**config.mk**
```make
export PLATFORM = sky130hd
export DESIGN_NAME = xdma
export DESIGN_NICKNAME = d
export VERILOG_FILES = /design/src/rtl/xdma_pkg.sv /design/src/rtl/xdma_regs.sv /design/src/rtl/xdma.sv
export SDC_FILE = /design/constraint.sdc
export NUM_CORES = 1
export LEC_CHECK = 0
export CAP_MARGIN = 0
export CORE_AREA = 2 2 154 156
export CTS_BUF_LIST = sky130_fd_sc_hd__clkbuf_4 sky130_fd_sc_hd__clkbuf_8
export CTS_CLUSTER_SIZE = 40
export DETAILED_ROUTE_END_ITERATION = 10
export DIE_AREA = 0 0 156 158
export GPL_TIMING_DRIVEN = 0
export PLACE_DENSITY = 0.56
export SETUP_SLACK_MARGIN = 0.15
export SLEW_MARGIN = 10
export SYNTH_ARGS = -nofsm -noshare
export SYNTH_HDL_FRONTEND = slang
export SYNTH_HIERARCHICAL = 1
export SYNTH_SLANG_ARGS = --single-unit
```
**constraint.sdc**
```tcl
create_clock -name clk -period 2.95 [get_ports clk]
set_input_delay 0.59 -clock clk [delete_from_list [all_inputs] [get_ports clk]]
set_output_delay 0.59 -clock clk [all_outputs]
set_load 0.02 [all_outputs]
```
**src/rtl/xdma_pkg.sv**
```systemverilog
// xdma_pkg: shared definitions for the xdma word-copy DMA engine.
//   - Address/data widths. ADDR_W and DATA_W are taken from the build
//     when already defined; otherwise defaults are supplied here. The DMA
//     word address is ADDR_W-1 bits wide.
//   - Register indices, CTRL/STATUS bit positions and FSM state encoding.
// Optional feature macro: XDMA_FILL_EN (pattern fill mode), consumed by
// xdma_regs.
`ifndef ADDR_W
`define ADDR_W 9
`endif
`ifndef DATA_W
`define DATA_W 32
`endif

package xdma_pkg;
  localparam int AW = `ADDR_W - 1;
  localparam int DW = `DATA_W;

  // Register indices
  localparam int XDMA_SRC  = 0;
  localparam int XDMA_DST  = 1;
  localparam int XDMA_LEN  = 2;
  localparam int XDMA_CTRL = 3;
  localparam int XDMA_PAT  = 4;

  // CTRL write bits
  localparam int CTRL_START = 0;
  localparam int CTRL_FILL  = 1;
  localparam int CTRL_CLEAR = 2;

  // STATUS read bits
  localparam int STAT_BUSY = 0;
  localparam int STAT_DONE = 1;
  localparam int STAT_FILL = 2;

  typedef enum logic [1:0] {
    S_IDLE = 2'd0,
    S_RD   = 2'd1,
    S_CAP  = 2'd2,
    S_WR   = 2'd3
  } state_t;
endpackage

```
**src/rtl/xdma_regs.sv**
```systemverilog
// xdma_regs: programming register file of the xdma engine.
// Holds SRC/DST/LEN (and PATTERN when XDMA_FILL_EN is defined), the busy
// and sticky done flags, the latched fill mode, and the registered read mux.
// Ports:
//   clk, rst          clock, synchronous active-high reset
//   sel, we, addr     peripheral bus access (write when sel&we, read when sel&~we)
//   data_in/data_out  bus write data / registered read data
//   finish            transfer-complete strobe from the FSM
//   start             accepted start (idle only), combinational
//   start_fill        accepted start requesting fill mode
//   busy, fill        current busy flag and fill mode of current/last transfer
//   src_reg, dst_reg, len_reg, pattern   programmed values
// Optional feature macro: XDMA_FILL_EN.
module xdma_regs
  import xdma_pkg::*;
#(
  parameter int RA_W = 3
) (
  input  logic            clk,
  input  logic            rst,
  input  logic            sel,
  input  logic            we,
  input  logic [RA_W-1:0] addr,
  input  logic [DW-1:0]   data_in,
  output logic [DW-1:0]   data_out,
  input  logic            finish,
  output logic            start,
  output logic            start_fill,
  output logic            busy,
  output logic            fill,
  output logic [AW-1:0]   src_reg,
  output logic [AW-1:0]   dst_reg,
  output logic [AW-1:0]   len_reg,
  output logic [DW-1:0]   pattern
);
  logic          wr_en;
  logic          ctrl_wr;
  logic          done;
  logic [DW-1:0] rd_mux;

  assign wr_en   = sel & we;
  assign ctrl_wr = wr_en && (addr == RA_W'(XDMA_CTRL));
  // A start while busy is dropped here, so the FSM only ever sees it idle.
  assign start   = ctrl_wr & data_in[CTRL_START] & ~busy;

`ifdef XDMA_FILL_EN
  assign start_fill = start & data_in[CTRL_FILL];

  always_ff @(posedge clk) begin
    if (rst) begin
      pattern <= '0;
      fill    <= 1'b0;
    end else begin
      if (wr_en && !busy && addr == RA_W'(XDMA_PAT))
        pattern <= data_in;
      if (start)
        fill <= data_in[CTRL_FILL];
    end
  end
`else
  logic unused_data;
  assign unused_data = ^data_in[DW-1:AW];
  assign start_fill  = 1'b0;
  assign fill        = 1'b0;
  assign pattern     = '0;
`endif

  always_comb begin
    rd_mux = '0;
    case (addr)
      RA_W'(XDMA_SRC):  rd_mux = DW'(src_reg);
      RA_W'(XDMA_DST):  rd_mux = DW'(dst_reg);
      RA_W'(XDMA_LEN):  rd_mux = DW'(len_reg);
      RA_W'(XDMA_CTRL): begin
        rd_mux[STAT_BUSY] = busy;
        rd_mux[STAT_DONE] = done;
        rd_mux[STAT_FILL] = fill;
      end
      RA_W'(XDMA_PAT):  rd_mux = pattern;
      default:          rd_mux = '0;
    endcase
  end

  always_ff @(posedge clk) begin
    if (rst) begin
      src_reg  <= '0;
      dst_reg  <= '0;
      len_reg  <= '0;
      busy     <= 1'b0;
      done     <= 1'b0;
      data_out <= '0;
    end else begin
      if (wr_en && !busy) begin
        case (addr)
          RA_W'(XDMA_SRC): src_reg <= data_in[AW-1:0];
          RA_W'(XDMA_DST): dst_reg <= data_in[AW-1:0];
          RA_W'(XDMA_LEN): len_reg <= data_in[AW-1:0];
          default: ;
        endcase
      end
      if (start)       busy <= 1'b1;
      else if (finish) busy <= 1'b0;
      // Start dominates clear; completion dominates a simultaneous clear.
      if (start)                                done <= 1'b0;
      else if (finish)                          done <= 1'b1;
      else if (ctrl_wr && data_in[CTRL_CLEAR])  done <= 1'b0;
      if (sel && !we)
        data_out <= rd_mux;
    end
  end
endmodule

```
**src/rtl/xdma.sv**
```systemverilog
// xdma: word-copy DMA engine on the shared memory's DMA port.
// Copies LEN words from SRC to DST (or fills DST with PATTERN when
// XDMA_FILL_EN is defined), stalling whenever the controller owns memory.
// Ports:
//   clk, rst                  clock, synchronous active-high reset
//   sel, we, addr, data_in    register-file bus access
//   data_out                  registered register read data
//   mem_busy                  controller holds the memory this cycle
//   dma_sel, dma_we, dma_addr, dma_data_in   DMA request to the memory
//   dma_data_out              memory read data, valid after a granted read
//   done_irq                  one-cycle completion pulse
// Optional feature macro: XDMA_FILL_EN.
module xdma
  import xdma_pkg::*;
#(
  parameter int RA_W = 3
) (
  input  logic            clk,
  input  logic            rst,
  input  logic            sel,
  input  logic            we,
  input  logic [RA_W-1:0] addr,
  input  logic [DW-1:0]   data_in,
  output logic [DW-1:0]   data_out,
  input  logic            mem_busy,
  output logic            dma_sel,
  output logic            dma_we,
  output logic [AW-1:0]   dma_addr,
  output logic [DW-1:0]   dma_data_in,
  input  logic [DW-1:0]   dma_data_out,
  output logic            done_irq
);
  state_t        state;
  logic [AW-1:0] src, dst, cnt;
  logic [DW-1:0] data_buf;
  logic          zero_pend;
  logic          grant, finish;
  logic          start, start_fill, busy, fill;
  logic [AW-1:0] src_reg, dst_reg, len_reg;
  logic [DW-1:0] pattern;

  xdma_regs #(.RA_W(RA_W)) u_regs (
    .clk        (clk),
    .rst        (rst),
    .sel        (sel),
    .we         (we),
    .addr       (addr),
    .data_in    (data_in),
    .data_out   (data_out),
    .finish     (finish),
    .start      (start),
    .start_fill (start_fill),
    .busy       (busy),
    .fill       (fill),
    .src_reg    (src_reg),
    .dst_reg    (dst_reg),
    .len_reg    (len_reg),
    .pattern    (pattern)
  );

  assign grant       = dma_sel & ~mem_busy;
  assign dma_data_in = data_buf;
  // Completion: last granted write, or the deferred finish of a LEN=0 start.
  assign finish      = zero_pend | ((state == S_WR) & grant & (cnt == AW'(1)));

  always_ff @(posedge clk) begin
    if (rst) begin
      state     <= S_IDLE;
      src       <= '0;
      dst       <= '0;
      cnt       <= '0;
      data_buf  <= '0;
      zero_pend <= 1'b0;
      dma_sel   <= 1'b0;
      dma_we    <= 1'b0;
      dma_addr  <= '0;
      done_irq  <= 1'b0;
    end else begin
      done_irq <= finish;
      case (state)
        S_IDLE: begin
          zero_pend <= 1'b0;
          if (start) begin
            src <= src_reg;
            dst <= dst_reg;
            cnt <= len_reg;
            if (len_reg == '0) begin
              zero_pend <= 1'b1;
            end else if (start_fill) begin
              state    <= S_WR;
              data_buf <= pattern;
              dma_sel  <= 1'b1;
              dma_we   <= 1'b1;
              dma_addr <= dst_reg;
            end else begin
              state    <= S_RD;
              dma_sel  <= 1'b1;
              dma_we   <= 1'b0;
              dma_addr <= src_reg;
            end
          end
        end
        S_RD: begin
          if (grant) begin
            state   <= S_CAP;
            dma_sel <= 1'b0;
          end
        end
        S_CAP: begin
          // Memory registered the read at the granted edge, so data is valid now.
          data_buf <= dma_data_out;
          state    <= S_WR;
          dma_sel  <= 1'b1;
          dma_we   <= 1'b1;
          dma_addr <= dst;
        end
        S_WR: begin
          if (grant) begin
            src <= src + AW'(1);
            dst <= dst + AW'(1);
            cnt <= cnt - AW'(1);
            if (cnt == AW'(1)) begin
              state   <= S_IDLE;
              dma_sel <= 1'b0;
              dma_we  <= 1'b0;
            end else if (fill) begin
              dma_addr <= dst + AW'(1);
            end else begin
              state    <= S_RD;
              dma_we   <= 1'b0;
              dma_addr <= src + AW'(1);
            end
          end
        end
        default: state <= S_IDLE;
      endcase
    end
  end
endmodule

```
==> results, run 1 <==
- The run finished with clean final reports.
- The number of different library cells in the post-synthesis netlist is 63.
- The final cell count without fillers is between 1k and 1.5k.
- The post-detailed-routing wire length is ~18,000 µm.
- Synthesis inferred ~100 register bits.
- The clock drives between 100 and 150 sinks.
- The depth of the worst register-to-register path is 7.
- The fraction of synthesized cell area taken by the top area cell type is ~34%.
- The number of nets with antenna violations after routing is 0.
- The HPWL reported at the end of detailed placement is 13,000 µm.
- The flip-flop count of the largest register, all copies and words added is 32.
- The yosys synthesis warning count is 6.
- The count of buffers from port buffering is a little under 100.
- The overall via count from detail_route is about 5.3k.
- The commonest cells after synthesis are 104 x sky130_fd_sc_hd__dfxtp_1, 65 x sky130_fd_sc_hd__nor2_1, 62 x sky130_fd_sc_hd__mux2i_1, 59 x sky130_fd_sc_hd__buf_4, 47 x sky130_fd_sc_hd__a21oi_1.
- The cts-stage hold buffer count is 0.
- The synthesized design spends more area on one cell type than any other, namely sky130_fd_sc_hd__dfxtp_1.
- The classification of the worst-slack hold path is register to register.
- The floorplan step defined a die boundary enclosing about 25,000 µm².
- The final RePlAce weighted congestion is ~0.85.
- The sort of element at the end of the critical path is a register.
- The worst setup path is launched from a primary input.
- The data required time of the worst path is about 3.2 ns.
- The worst-skew pair later-pin latency is slightly below 0.4 ns.
- The register area share after synthesis is between 30% and 40%.
- In the routed layout, each cell is associated on average with a via count of around 4.6.
- The wire length per cell is roughly 15 µm.
- The number of antenna violations at the first check in global routing is 0.
- The number of buffers between clock root and the deepest sink is 2.
- The capturing instance or port of the critical path is cnt[0]$_SDFFE_PP0P_.
- sky130_fd_sc_hd__dfxtp_1 is the most common cell in the netlist.
- The H-tree was split into 3 levels.
- The completed layout was analyzed and its total power is 3930 µW.
- The via count of the first global-routing pass is around 5k.
- The hold violation count in the final report is 0.
- VDD sags by at most 0.244 mV.
- Counting instances, the worst hold path has a depth of 2.
- The maximum fanout along the worst path is 10.
- By startpoint and endpoint, the worst setup path is classified as primary input to register.
- The worst clock skew on the final layout is around 0.0096 ns.
- For this run, the total global-route usage over all layers was measured as roughly 14%.
- Counting flops with an async set or reset pin after synthesis yields a share of 0%.
- In the synthesized netlist the dominant register cell turns out to be sky130_fd_sc_hd__dfxtp_1.
- The final-layout fill cell count is 2,450.
- The post-route netlist has between 10% and 20% of its cells at a drive strength greater than 1.
- The post-synthesis cell count is about 700.
- Before CTS, the worst setup slack after placement is -0.504 ns.
- After layout, the worst path uses 89.4% of the clock period.
- The number of antenna cells inserted is 0.
- The clock buffer count from CTS is 9.
- For this run the aggregate overflow at the end of global routing stands at 0.
- The power density over the cells is ~500 nW/µm².
- The starting density of the core is about a quarter.
- approximately 150 I/O pins were placed.
- The flop-to-flop setup slack is roughly 0.58 ns.
- The standard-cell row count is 56.
- The TritonCTS clock tree is built.
- By area the synthesized netlist is led by sky130_fd_sc_hd__dfxtp_1 34%, sky130_fd_sc_hd__mux2i_1 10%, sky130_fd_sc_hd__buf_4 7.2%.
- The final max-slew violation count is 0.
- The cell area after synthesis is 6130 µm².
- The core outline area is between 20,000 and 25,000 µm².
- The first-pass GRT wire length is between 20,000 and 30,000 µm.
- The mean area per synthesized cell is ~8.7 µm².
- Setup violations remaining at the end of the flow were counted as 0.
- The count of max-cap constraint violations is 0.
- Counting flops with a built-in enable in the synthesized netlist gives 0.
- The total iterations of the first detailed-routing run is 5.
- Clock-pin slew was measured on the worst setup and hold paths at approximately 0.11 ns.
- The worst pin sits at a relative slew slack of about 44%.
- At the pin with the least slew margin, the transition time is between 0.8 and 0.9 ns.
- Entering global routing, the biggest net connects 20 pins.
- The count of placed standard cells including taps is 1,146.
- Compared with the post-synthesis result, the final layout area differs by 28.7%.
- In the post-route analysis, the smallest setup slack over all paths is 0.313 ns.
- In this run the critical register-to-register path is captured at cnt[2]$_SDFFE_PP0P_.
- In this run the vertical extent of the chip is roughly 160 µm.
- Data arrives at the worst endpoint at slightly below 3 ns.
- The worst hold path begins at zero_pend$_SDFFE_PP0P_.
- The critical path starts at addr[2].
- Setup repair after global routing left no endpoint under its margin.
- Timing would allow up to around 0.38 GHz.
- In the routed design, unresolved DRC markers number 0.
- The startpoint identified for the worst register-to-register timing path is state[0]$_SDFFE_PP0P_.
- The die boundary width is roughly 160 µm.
- The number of design-rule violations left by the first detailed-router iteration is ~280.
- The clock tree root buffer cell is sky130_fd_sc_hd__clkbuf_8.
- Cells fill about a third of the core in the end.
- At the end of the flow, the number of nets in the layout was around 950.
- Counting I/O delays and the setup requirement, the final critical path takes 2.64 ns.
- The reported leakage power is approximately 0.0029 µW.
-- layout make-up --
type / instances / area [µm²] / share of cell area [%]
Buffer: 105 / 692 / 8.78
Clock buffer: 9 / 124 / 1.57
Clock inverter: 7 / 60.1 / 0.762
Inverter: 11 / 41.3 / 0.524
Multi-Input combinational cell: 539 / 3550 / 45.0
Sequential cell: 104 / 2080 / 26.4
Tap cell: 290 / 363 / 4.60
Timing Repair Buffer: 97 / 971 / 12.3
-- worst min-delay path by stage --
stage,end,slack [ns]
floorplan,zero_pend$_SDFFE_PP0P_,0.45
global route,zero_pend$_SDFFE_PP0P_,0.50
finish,zero_pend$_SDFFE_PP0P_,0.49
global placement,u_regs/data_out[5]$_SDFFE_PP0P_,0.47
CTS,zero_pend$_SDFFE_PP0P_,0.48
detailed placement,zero_pend$_SDFFE_PP0P_,0.46
-- what timing repair did --
action / in CTS / in global routing
gates resized for setup: 4 / 6
cloned: 0 / 0
setup buffers: 0 / 0
setup endpoints to repair: 18 / 26
-- cell usage in the layout, fill, tap and decap left out, types with 3 or more instances in the layout --
cell type	Yosys	layout
sky130_fd_sc_hd__dfxtp_1	104	104
sky130_fd_sc_hd__clkdlybuf4s50_1	0	97
sky130_fd_sc_hd__nor2_1	65	65
sky130_fd_sc_hd__mux2i_1	62	62
sky130_fd_sc_hd__buf_4	59	59
sky130_fd_sc_hd__conb_1	1	58
sky130_fd_sc_hd__a21oi_1	47	46
sky130_fd_sc_hd__o21ai_0	44	44
sky130_fd_sc_hd__nand2_1	40	40
sky130_fd_sc_hd__a211oi_2	32	32
sky130_fd_sc_hd__clkbuf_1	28	24
sky130_fd_sc_hd__nand3_1	24	24
sky130_fd_sc_hd__nand2b_1	21	21
sky130_fd_sc_hd__nor3_1	17	17
sky130_fd_sc_hd__nor2b_1	15	15
sky130_fd_sc_hd__inv_1	11	11
sky130_fd_sc_hd__buf_2	10	10
sky130_fd_sc_hd__a22o_1	9	9
sky130_fd_sc_hd__clkbuf_8	0	9
sky130_fd_sc_hd__o2bb2ai_1	8	8
sky130_fd_sc_hd__a21o_1	8	8
sky130_fd_sc_hd__a211oi_1	8	8
sky130_fd_sc_hd__ha_1	8	8
sky130_fd_sc_hd__a31oi_1	7	7
sky130_fd_sc_hd__a311oi_1	6	6
sky130_fd_sc_hd__buf_6	6	6
sky130_fd_sc_hd__xnor2_1	6	6
sky130_fd_sc_hd__or2_2	4	4
sky130_fd_sc_hd__xor2_1	4	4
sky130_fd_sc_hd__o22ai_1	4	4
sky130_fd_sc_hd__inv_6	0	4
sky130_fd_sc_hd__clkbuf_2	0	3
sky130_fd_sc_hd__a221oi_1	3	3
-- critical path, cell delays in order --
cell	delay, ns
sky130_fd_sc_hd__clkdlybuf4s50_1	0.53
sky130_fd_sc_hd__nor2b_1	0.14
sky130_fd_sc_hd__buf_2	0.20
sky130_fd_sc_hd__and4_2	0.39
sky130_fd_sc_hd__mux2i_1	0.15
sky130_fd_sc_hd__a21o_1	0.28
sky130_fd_sc_hd__clkbuf_2	0.25
sky130_fd_sc_hd__o311a_1	0.37
-- report_power, final --
part	total [µW]	switching [µW]	internal, µW
logic	1420	788	634
registers	1620	77.7	1540
clock network	892	566	326
-- metal layers --
layer	vias up	wire [µm]	GRT usage (%)
met5	-	0	0
met4	0	395	5.20
met3	27	1240	3.12
met2	208	7170	21.2
met1	2373	8790	19.7
li1	2738	-	-
-- logic make-up after synthesis --
| group | after synthesis | share of synthesized area, % |
|---|---|---|
| flip-flops | 104 | 34.0 |
| adder cells (fa/ha/maj) | 8 | 1.63 |
| multiplexers | 63 | 10.3 |
| buffers and inverters | 116 | 11.8 |
| AND/OR/NAND/NOR | 207 | 17.1 |
| XOR/XNOR | 10 | 1.43 |
| AO/OA/AOI/OAI | 193 | 23.7 |
| other | 1 | 0.0612 |
-- per-stage QoR --
stage          hold WS [ns]  TNS [ns]  cell area (µm²)
2_1_floorplan         0.446         0             6340
4_1_cts               0.484         0             7870
6_report              0.488         0             7880
3_3_place_gp          0.468     -7.92             7670
5_1_grt               0.504         0             7880
3_5_place_dp          0.463     -9.30             7670
(Power assumes the default switching activity.)
==> inputs of run 2 (changes only) <==
--- a/config.mk
+++ b/config.mk
@@ -13,6 +13,7 @@
 export DIE_AREA = 0 0 156 158
 export GPL_TIMING_DRIVEN = 0
 export PLACE_DENSITY = 0.56
+export REMOVE_ABC_BUFFERS = 1
 export SETUP_SLACK_MARGIN = 0.15
 export SLEW_MARGIN = 10
 export SYNTH_ARGS = -nofsm -noshare
==> run 2 against run 1 <==
Clock-buffer cell count unchanged. Largest cell class unchanged. Highest routed layer unchanged. Via count shrank 4.7%. Die area did not move. Hold slack improved by 0.0071 ns. Fmax down 0.35%.
==> results, run 2 (synthesis gave the netlist of run 1 again) <==
- The run finished with clean final reports.
- The kind of start point of the critical path is a primary input.
- The number of antenna cells inserted is 0.
- Entering global routing, the biggest net connects 75 pins.
- The category of the most critical setup path is primary input to register.
- Measured against its own limit, the worst slew margin works out to 40.2%.
- The timing-limited maximum frequency is 0.378 GHz.
- In this run the cell area measured after placement is approximately 7000 µm².
- Setup repair after global routing could not meet its margin everywhere.
- The HPWL reported at the end of detailed placement is 11,300 µm.
- For this run, the slowest stage of the critical path takes between 0.5 and 0.6 ns.
- Pin placement for this block handled approximately 150 I/O pins.
- Across every metal layer, demand over resource in global routing totals between 10% and 20%.
- In this run the worst setup path begins at we.
- Leaving out filler cells and counting taps, the final layout contains 1,068.
- The clock tree root buffer cell is sky130_fd_sc_hd__clkbuf_8.
- The endpoint arrival time on the critical path is about 3.0 ns.
- The clock reaches the later pin of the worst-skew pair after a little under 0.4 ns.
- The number of levels the H-tree was split into is 3.
- The power density over the cells is about 540 nW/µm².
- The post-route standard cell area excluding fillers is between 7000 and 8000 µm².
- Global routing finished with a remaining overflow of 0.
- The wire length per cell is approximately 16 µm.
- The core outline area is ~23,000 µm².
- In the final layout, the share of cells above drive strength 1 is ~11%.
- The overall via count from detail_route is slightly above 5k.
- The final layout contains routed wiring with a total length of between 15,000 and 20,000 µm.
- The worst register-to-register path ends at dma_data_in[27]$_SDFFE_PP0P_.
- The clock transition at the registers of the reported paths is between 0.1 and 0.15 ns.
- The worst register-to-register path begins at state[0]$_SDFFE_PP0P_.
- In the routed design, unresolved DRC markers number 0.
- Per report_power, the combinational group accounts for 34.0% of the total.
- The starting density of the core is about a quarter.
- The final RePlAce weighted congestion is approximately 0.77.
- The worst setup margin is between 0.3 and 0.4 ns.
- Once detail routing completed, the nets flagged for antenna violations numbered 0.
- The worst hold path belongs to the class register to register.
- The internal power component is about 2600 µW.
- From synthesis to final layout, the design area changed by 22.0%.
- The critical path goes through clkdlybuf4s50_1 -> and3b_2 -> and4_1 -> mux2i_2 -> a21o_2 -> a211oi_1 -> a211oi_1.
- Per report_power, the clock group accounts for approximately a quarter of the total.
- The proportion of power drawn by flip-flops and latches is about 40%.
- In the finished design, the share of the clock period the worst path needs comes to 89.7%.
- The first global-routing pass estimated between 20,000 and 30,000 µm of wire.
- The count of final setup violators is 0.
- STA classifies the critical path endpoint as a register.
- The flop-to-flop setup slack is around 0.35 ns.
- The capturing instance or port of the critical path is cnt[1]$_SDFFE_PP0P_.
- TritonCTS created 9 clock buffers.
- Across the routed clock network, the largest skew measured is between 0.015 and 0.02 ns.
- The cell type with the highest occurrence count on the critical path is sky130_fd_sc_hd__a211oi_1.
- The pre-CTS setup slack is -1.20 ns.
- The floorplan has 56 rows.
- The number of design-rule violations left by the first detailed-router iteration is roughly 340.
- In this run the power spent charging and discharging nets is between 1000 and 1500 µW.
- The count of max-cap constraint violations is 0.
- Dividing the detail-routed via count by the number of cells gives approximately 4.8.
- Leaving out fill and tap cells, the most frequent cells in the layout are 104 x sky130_fd_sc_hd__dfxtp_1, 95 x sky130_fd_sc_hd__clkdlybuf4s50_1, 65 x sky130_fd_sc_hd__nor2_1.
- For this run, the detailed router's first-pass iteration total came to 5.
- The number of buffers between clock root and the deepest sink is 2.
- The count of buffers from port buffering is 98.
- At the pin with the least slew margin, the transition time is roughly 0.90 ns.
- Measured in cells, the most critical reg-to-reg path has a length of 7.
- The floorplan step set the die height to about 160 µm.
- Among all stages on the critical path, the largest delay is contributed by sky130_fd_sc_hd__clkdlybuf4s50_1.
- TritonCTS built the clock tree.
- Across the VDD grid, the largest voltage drop is 0.192 mV.
- At the end of the flow the core is filled with cells to between 30 and 40%.
- Measured along the x axis, the die boundary spans roughly 160 µm.
- The reported leakage power is ~0.0026 µW.
- The area of the die is ~25,000 µm².
- The via count of the first global-routing pass was ~4.8k.
- The cts-stage hold buffer count is 0.
- The clock drives about 100 sinks.
- The number of antenna violations at the first check in global routing was 0.
- The data required time of the worst path is around 3.3 ns.
- The hold violation count in the final report is 0.
- The register with the most flip-flops in the layout has 32 of them.
- Along the worst path, the maximum fanout reaches 16.
- The final max-slew violation count is 0.
- The smallest clock period supported by the final layout is computed as approximately 2.6 ns.
- In this run switching power makes up between 30% and 40% of total power.
- The count of placed standard cells including taps is around 1.0k.
- The number of nets in the finished design is around 850.
- The tightest hold path in the finished design has a slack of around 0.50 ns.
- The leading cell type in the layout, fill and taps excluded is sky130_fd_sc_hd__dfxtp_1.
## run 2: cell count changes in the layout (fill, tap and decap cells not counted), moves of 2 or more
cell / previous run / this run
sky130_fd_sc_hd__buf_4: 59 / 4
sky130_fd_sc_hd__clkbuf_1: 24 / 0
sky130_fd_sc_hd__buf_2: 10 / 0
sky130_fd_sc_hd__buf_6: 6 / 1
sky130_fd_sc_hd__buf_16: 0 / 3
sky130_fd_sc_hd__clkbuf_2: 3 / 0
sky130_fd_sc_hd__a21oi_4: 0 / 2
sky130_fd_sc_hd__buf_12: 0 / 2
sky130_fd_sc_hd__bufinv_16: 0 / 2
sky130_fd_sc_hd__clkdlybuf4s50_1: 97 / 95
sky130_fd_sc_hd__ha_1: 8 / 6
sky130_fd_sc_hd__ha_4: 0 / 2
sky130_fd_sc_hd__inv_6: 4 / 2
## run 2: repair_timing
item | CTS | global route
gates resized for setup | 9 | 3
setup buffers | 1 | 4
pin swaps | 1 | 0
gates cloned | 2 | 0
setup endpoints to repair | 36 | 30
## run 2: power groups by stage
stage               Clock (µW)  Combinational [µW]  Sequential [µW]
finish                    1040                1370             1620
floorplan                    0                 657             1780
global placement             0                1300             1650
global route              1130                1490             1640
CTS                       1090                1380             1620
detailed placement           0                1330             1650
## run 2: critical path, delay by kind of cell
kind / cells / cell delay [ns]
muxes: 1 / 0.45
buffers and inverters: 1 / 0.55
and+or+nand+nor: 2 / 0.63
AOI/OAI and AO/OA: 3 / 0.73
## run 2: metrics by stage
step / TNS, ns / power, µW
4_1_cts: 0 / 4090
3_3_place_gp: -225.03 / 2950
2_1_floorplan: -22.62 / 2440
5_1_grt: 0 / 4250
6_report: 0 / 4030
3_5_place_dp: -34.45 / 2980
## run 2: routing by layer
| layer | vias to the layer above | share of wire [%] | wire length (µm) | track usage, % |
|---|---|---|---|---|
| met5 | - | 0 | 0 | 0 |
| met4 | 0 | 1.8 | 308 | 4.59 |
| met3 | 21 | 5.0 | 826 | 2.05 |
| met2 | 137 | 46 | 7660 | 21.9 |
| met1 | 2397 | 47 | 7870 | 18.3 |
| li1 | 2542 | - | - | - |
## run 2: worst min-delay path by stage
stage	slack [ns]	cells past startpoint	from	end
after global routing	0.53	2	src[7]$_SDFFE_PP0P_	src[7]$_SDFFE_PP0P_
after detailed placement	0.46	1	u_regs/data_out[5]$_SDFFE_PP0P_	u_regs/data_out[5]$_SDFFE_PP0P_
after floorplan	0.44	2	zero_pend$_SDFFE_PP0P_	zero_pend$_SDFFE_PP0P_
final	0.50	2	src[7]$_SDFFE_PP0P_	src[7]$_SDFFE_PP0P_
after global placement	0.47	2	zero_pend$_SDFFE_PP0P_	zero_pend$_SDFFE_PP0P_
after CTS	0.50	2	src[7]$_SDFFE_PP0P_	src[7]$_SDFFE_PP0P_
## run 2: layout make-up
cell class	instances	area, µm²
Timing Repair inverter	1	5.00
Tap cell	290	363
Fill cell	2423	15600
Inverter	11	45.0
Multi-Input combinational cell	540	3620
Clock inverter	6	97.6
Clock buffer	9	124
Timing Repair Buffer	107	1130
Sequential cell	104	2080
